==> config.mk <==
export PLATFORM = sky130hd
export DESIGN_NAME = bcd_stopwatch_ctrl
export DESIGN_NICKNAME = d
export VERILOG_FILES = /design/src/rtl/bcd_stopwatch_ctrl.sv
export SDC_FILE = /design/constraint.sdc
export NUM_CORES = 1
export LEC_CHECK = 0
export CAP_MARGIN = 0
export CORE_MARGIN = 2
export CORE_UTILIZATION = 51
export DETAILED_ROUTE_END_ITERATION = 16
export GPL_ROUTABILITY_DRIVEN = 0
export GPL_TIMING_DRIVEN = 0
export PLACE_DENSITY = 0.79
export SETUP_SLACK_MARGIN = 0.02
export SLEW_MARGIN = 20
export SYNTH_ARGS = -nofsm -noshare
export SYNTH_HDL_FRONTEND = slang
export SYNTH_SLANG_ARGS = --single-unit
==> constraint.sdc <==
create_clock -name clk -period 3.2 [get_ports clk]
set_input_delay 0.32 -clock clk [delete_from_list [all_inputs] [get_ports clk]]
set_output_delay 0.32 -clock clk [all_outputs]
set_load 0.03 [all_outputs]
==> src/rtl/bcd_stopwatch_ctrl.sv <==
// bcd_stopwatch_ctrl: start/stop/clear stopwatch sequencing a 4-digit BCD
// count chain (0000-9999) with a tick prescaler, rollover pulse and a
// lap-freeze display path.
module bcd_stopwatch_ctrl #(
  parameter int TICK_DIV = 10
) (
  input  logic        clk,
  input  logic        rst,
  input  logic        start,
  input  logic        stop,
  input  logic        clear,
  input  logic        lap,
  output logic [15:0] count,
  output logic [15:0] disp,
  output logic        running,
  output logic        lap_active,
  output logic        wrap
);

  // Prescaler is at least one bit wide so TICK_DIV=1 still elaborates.
  localparam int PW = (TICK_DIV > 1) ? $clog2(TICK_DIV) : 1;
  localparam logic [PW-1:0] PRESC_MAX = PW'(TICK_DIV - 1);

  typedef enum logic [1:0] {
    IDLE  = 2'd0,
    RUN   = 2'd1,
    PAUSE = 2'd2
  } state_t;

  state_t          state_q, state_d;
  logic [PW-1:0]   presc_q, presc_d;
  logic [15:0]     count_q, count_d;
  logic [15:0]     lap_reg_q, lap_reg_d;
  logic            lap_active_q, lap_active_d;
  logic            wrap_q, wrap_d;
  logic            running_q, running_d;
  logic            tick;

  // Ripple a +1 through four BCD digits; a digit at 9 rolls to 0 and
  // passes the carry up. 9999 naturally becomes 0000.
  function automatic logic [15:0] bcd_inc(input logic [15:0] v);
    logic [15:0] r;
    logic        carry;
    r     = v;
    carry = 1'b1;
    for (int i = 0; i < 4; i++) begin
      if (carry) begin
        if (v[i*4 +: 4] == 4'd9) begin
          r[i*4 +: 4] = 4'd0;
        end else begin
          r[i*4 +: 4] = v[i*4 +: 4] + 4'd1;
          carry       = 1'b0;
        end
      end
    end
    return r;
  endfunction

  // Next-state, prescaler, digit chain and lap logic.
  always_comb begin
    state_d      = state_q;
    presc_d      = presc_q;
    count_d      = count_q;
    lap_reg_d    = lap_reg_q;
    lap_active_d = lap_active_q;
    wrap_d       = 1'b0;

    // stop/clear in the same cycle suppress the tick and freeze the
    // prescaler, so a later resume fires on its first RUN cycle.
    tick = (state_q == RUN) && (presc_q == PRESC_MAX) && !stop && !clear;

    // Lap toggles on every sampled high level; capture uses the pre-edge
    // count so a coincident tick does not leak into the frozen value.
    if ((state_q != IDLE) && !clear && lap) begin
      lap_active_d = !lap_active_q;
      if (!lap_active_q) begin
        lap_reg_d = count_q;
      end
    end

    if (tick) begin
      count_d = bcd_inc(count_q);
      presc_d = '0;
      wrap_d  = (count_q == 16'h9999);
    end else if ((state_q == RUN) && !stop && !clear) begin
      presc_d = presc_q + 1'b1;
    end

    case (state_q)
      IDLE: begin
        if (!clear && !stop && start) begin
          state_d = RUN;
        end
      end
      RUN, PAUSE: begin
        if (clear) begin
          state_d      = IDLE;
          count_d      = '0;
          presc_d      = '0;
          lap_reg_d    = '0;
          lap_active_d = 1'b0;
        end else if (stop) begin
          if (state_q == RUN) begin
            state_d = PAUSE;
          end
        end else if (start) begin
          state_d = RUN;
        end
      end
      default: begin
        state_d = IDLE;
      end
    endcase

    running_d = (state_d == RUN);
  end

  // State register with synchronous reset overriding every input.
  always_ff @(posedge clk) begin
    if (rst) begin
      state_q      <= IDLE;
      presc_q      <= '0;
      count_q      <= '0;
      lap_reg_q    <= '0;
      lap_active_q <= 1'b0;
      wrap_q       <= 1'b0;
      running_q    <= 1'b0;
    end else begin
      state_q      <= state_d;
      presc_q      <= presc_d;
      count_q      <= count_d;
      lap_reg_q    <= lap_reg_d;
      lap_active_q <= lap_active_d;
      wrap_q       <= wrap_d;
      running_q    <= running_d;
    end
  end

  assign count      = count_q;
  assign disp       = lap_active_q ? lap_reg_q : count_q;
  assign running    = running_q;
  assign lap_active = lap_active_q;
  assign wrap       = wrap_q;

endmodule

==> impl_summary.txt <==
----------------------------------------------------
[Global route]
  Global-route wire length before repair ... 7300 um
  Number of antenna violations at the first check in global routing ... 0
  Overflow left after global routing ... 0
  Vias in the first global route ... 1550
  Largest net degree at the start of global routing ... 12
  GR Util All Layers ... 0.2147

[Pwr]
  P per Cell Area ... 371.5 nW/um^2
  Total Power ... 953.5 uW
  Peak supply drop ... 0.2951 mV
  LEAKAGE ... 0.8498 nW

[Cells and area]
  Antenna diodes ... 0
  Layout overhead on the synthesized area ... 27.08%
  Layout fillers ... 330
  Highest-count cells in the layout ignoring fill and taps ... dfxtp_1, clkdlybuf4s50_1, nor2_1, o21ai_0, mux2i_1
  Most common cell after layout, fill and taps aside ... dfxtp_1
  Share of post-route cells with drive strength above 1 ... 0.05338
  Final net count ... 293
  Cell Count, Final, Fillers Out ... 329

[Min path]
  Hold Crit Endpoint ... lap_reg_q[2]$_SDFF_PP0_
  Path class of the lowest-slack min-delay path ... reg2reg
  Min-Delay Startpoint ... lap_reg_q[2]$_SDFF_PP0_
  Count of cells along the worst hold path ... 2

[Critical path]
  Buffers & Inverters on Critical Path ... 3
  Reg2reg start ... state_q[0]$_SDFF_PP0_
  Worst reg2reg setup slack ... 730 ps
  R2R Path End ... lap_reg_q[13]$_SDFF_PP0_
  Largest stage delay on the critical path ... 730 ps
  Crit path launch type ... flop
  Category of the most critical setup path ... reg2out
  Crit path max-delay family ... buffers and inverters
  Cell breakdown of the critical path ... clkbuf_1 -> clkbuf_1 -> nand2_1 -> o21ai_0 -> clkdlybuf4s50_1
  Slowest stage cell on the critical path ... clkdlybuf4s50_1
  Data arrival time of the critical path ... 2420 ps
  CP required ... 2880 ps
  Endpoint type of the worst setup path ... primary output
  Critical path fanouts, max ... 10
  Cell seen most often among critical-path stages ... clkbuf_1
  R2R cell count ... 7

[Yosys]
  Post-synthesis adder-cell area fraction ... 0.03717
  Fraction of the mapped netlist area in compound gates ... 0.1332
  Simple logic cell fraction of the synthesized area ... 0.2237
  Area leader, netlist ... dfxtp_1
  XOR/XNOR Fraction of Synth Area ... 0.03036
  Synthesized instance count ... 234
  Synthesized netlist net count ... 246
  Biggest area contributors in the synthesized netlist ... dfxtp_1, mux2i_1, nor2_1
  Share of cell area taken by muxes after synthesis ... 0.1183
  Netlist area before placement ... 2019 um^2
  Number of flip-flops and latches in the synthesized netlist ... 41
  Largest family of logic cells by synthesized area ... simple AND/OR/NAND/NOR gates
  Total of warnings raised by yosys ... 0
  Area share of the largest cell type after synthesis ... 0.4064
  Avg Synthesized Cell Area ... 8.630 um^2
  Count of unique library cells instantiated by Yosys ... 44
  Seq/Total Area, Yosys ... 0.4064

[Clocking]
  Clock tree from TritonCTS ... built
  Setup fix buffers added after clock tree synthesis ... 0
  Total number of H-tree levels ... 2
  TritonCTS Sinks ... 41
  Clock edge transition at the registers on the reported setup and hold paths ... 70 ps
  Num CTS Buffers ... 5
  Clock latency on the worst-skew pair ... 280 ps
  Hold-fix buffers, CTS ... 0
  Number of cells upsized or downsized after cts ... 0
  Root buffer cell ... clkbuf_8
  Longest Clk Path Bufs ... 2

[Drt]
  Antenna violation net count after detailed routing ... 0
  Post-detailed-route wirelength per cell ... 13.49 um
  Average vias per placed instance ... 5.435
  Detailed-router iteration count before antenna repair ... 4
  1st-iter DRT viols ... 75
  DRC violation count after routing ... 0
  Vias after detailed routing ... 1788
  DRT Wirelength ... 4437 um

[STA]
  Total Neg Setup Slack ... 0 ps
  Highest attainable clock frequency ... 364.5 MHz
  Actual slew at the worst max-slew pin ... 810.6 ps
  RSZ-0062 raised after global routing ... false
  Normalized max-slew margin ... 0.4546
  Final hold violations ... 0
  Worst clock skew on the final layout ... 3.671 ps
  Total of endpoints with negative setup slack in the final report ... 0
  Share of the cycle needed by the critical path after routing ... 0.8573
  Number of max-slew violations in the final report ... 0
  Time the worst path needs with I/O delays and setup ... 2743 ps

[Place]
  Post-detailed-placement half-perimeter wirelength ... 3205 um
  Placed Instances ... 322
  Number of input and output port buffers inserted ... 40

[Floorplanning]
  Number of standard-cell rows in the floorplan ... 22
  Horizontal extent of the die ... 66.93 um
  DIE AREA ... 4479 um^2
  Total core area ... 3744 um^2
  Height of the die ... 66.93 um
  IO Count ... 41
  Effective utilization at floorplan ... 0.5394

[Flow run]
  Max-cap violation count ... 0

[Outcome]
  Result of the run ... complete, no violations

----------------------------------------------------
## synth_stat cells
cell        n
a211oi_1    1
nand3b_1    1
or4_4       1
nor2b_1     5
buf_2       1
nand2b_1    1
buf_1       1
nand3_1     2
or3_1       5
dfxtp_1    41
o21ai_0    17
xor2_1      2
nand4bb_1   1
a21o_1      1
or2b_1      1
or4_1       4
o311ai_0    1
nand4_1     2
nand4b_1    3
o32ai_1     1
nand2_1    15
o211ai_1    2
a211o_1     1
mux2i_1    16
and2_1      1
and4b_1     1
a311oi_1    1
a311o_1     1
nor3_1      3
nor4_1      1
and3_1      1
nor3b_1     4
a31oi_1     2
or4bb_1     1
o31ai_1     3
or3b_1      1
ha_1        6
inv_1      14
a21oi_1    13
nor2_1     31
clkbuf_1   11
mux2_2      7
o2111ai_1   1
xnor2_1     5
## power breakdown
group	leakage [nW]	internal (mW)	switching (mW)
Combinational	0.475	0.0369	0.0579
Sequential	0.331	0.516	0.00609
Clock	0.0443	0.171	0.165
## how the worst max path moves through the flow
stage	slack [ps]	startpoint	cells past startpoint	end
after floorplan	930	state_q[0]$_SDFF_PP0_	6	count[15]$_SDFF_PP0_
after global placement	480	clear	6	count[11]$_SDFF_PP0_
after detailed placement	470	clear	6	count[11]$_SDFF_PP0_
after CTS	450	lap_active$_SDFF_PP0_	5	disp[8]
after global routing	270	lap_active$_SDFF_PP0_	5	disp[6]
final	460	lap_active$_SDFF_PP0_	5	disp[6]
## routing by layer
metal | GRT usage | share of wire
met1 | 0.2832 | 0.47
met2 | 0.3613 | 0.46
met3 | 0.03885 | 0.060
met4 | 0.05357 | 0.0099
met5 | 0 | 0
## kinds of logic (layout without fill, tap and decap cells)
group / count (synthesis) / in the layout
XOR/XNOR: 7 / 7
multiplexers: 23 / 23
flip-flops: 41 / 41
AO/OA/AOI/OAI: 45 / 45
AND/OR/NAND/NOR: 85 / 85
adder cells (fa/ha/maj): 6 / 6
buffers and inverters: 27 / 74
## through the flow
step | util | hold slack [ps] | instance area [um^2] | worst slack [ps]
floorplan | - | 396.7 | 2019 | 929.7
global placement | 0.6624 | 465.3 | 2480 | 481.4
detailed placement | 0.6624 | 481.8 | 2480 | 466.2
CTS | 0.6855 | 498.3 | 2566 | 454.0
global route | 0.6855 | 533.0 | 2566 | 270.9
finish | 0.6855 | 489.9 | 2566 | 456.7
## area by class of cell
cell class,instances,area (um^2),share of cell area
buffer,13,50.05,0.01950
clock buffer,7,86.33,0.03364
inverter,14,52.55,0.02048
multi-input combinational,166,1096,0.4271
sequential,41,820.8,0.3198
tap,48,60.06,0.02340
timing repair buffer,40,400.4,0.1560
## sequential cells by signal, indices dropped and copies added (netlist names)
register and flops:
state_q 2, wrap 1, running 1, presc_q 4, count 16, lap_reg_q 16
lap_active 1
## worst register-to-register path, cell delays in order (launching register included)
cell,delay (ps)
dfxtp_1,420
inv_1,70
ha_1,230
nor3b_1,210
buf_1,500
clkbuf_1,590
mux2i_1,270
nor2_1,60
No activity file was read; power rests on OpenSTA's default activity.
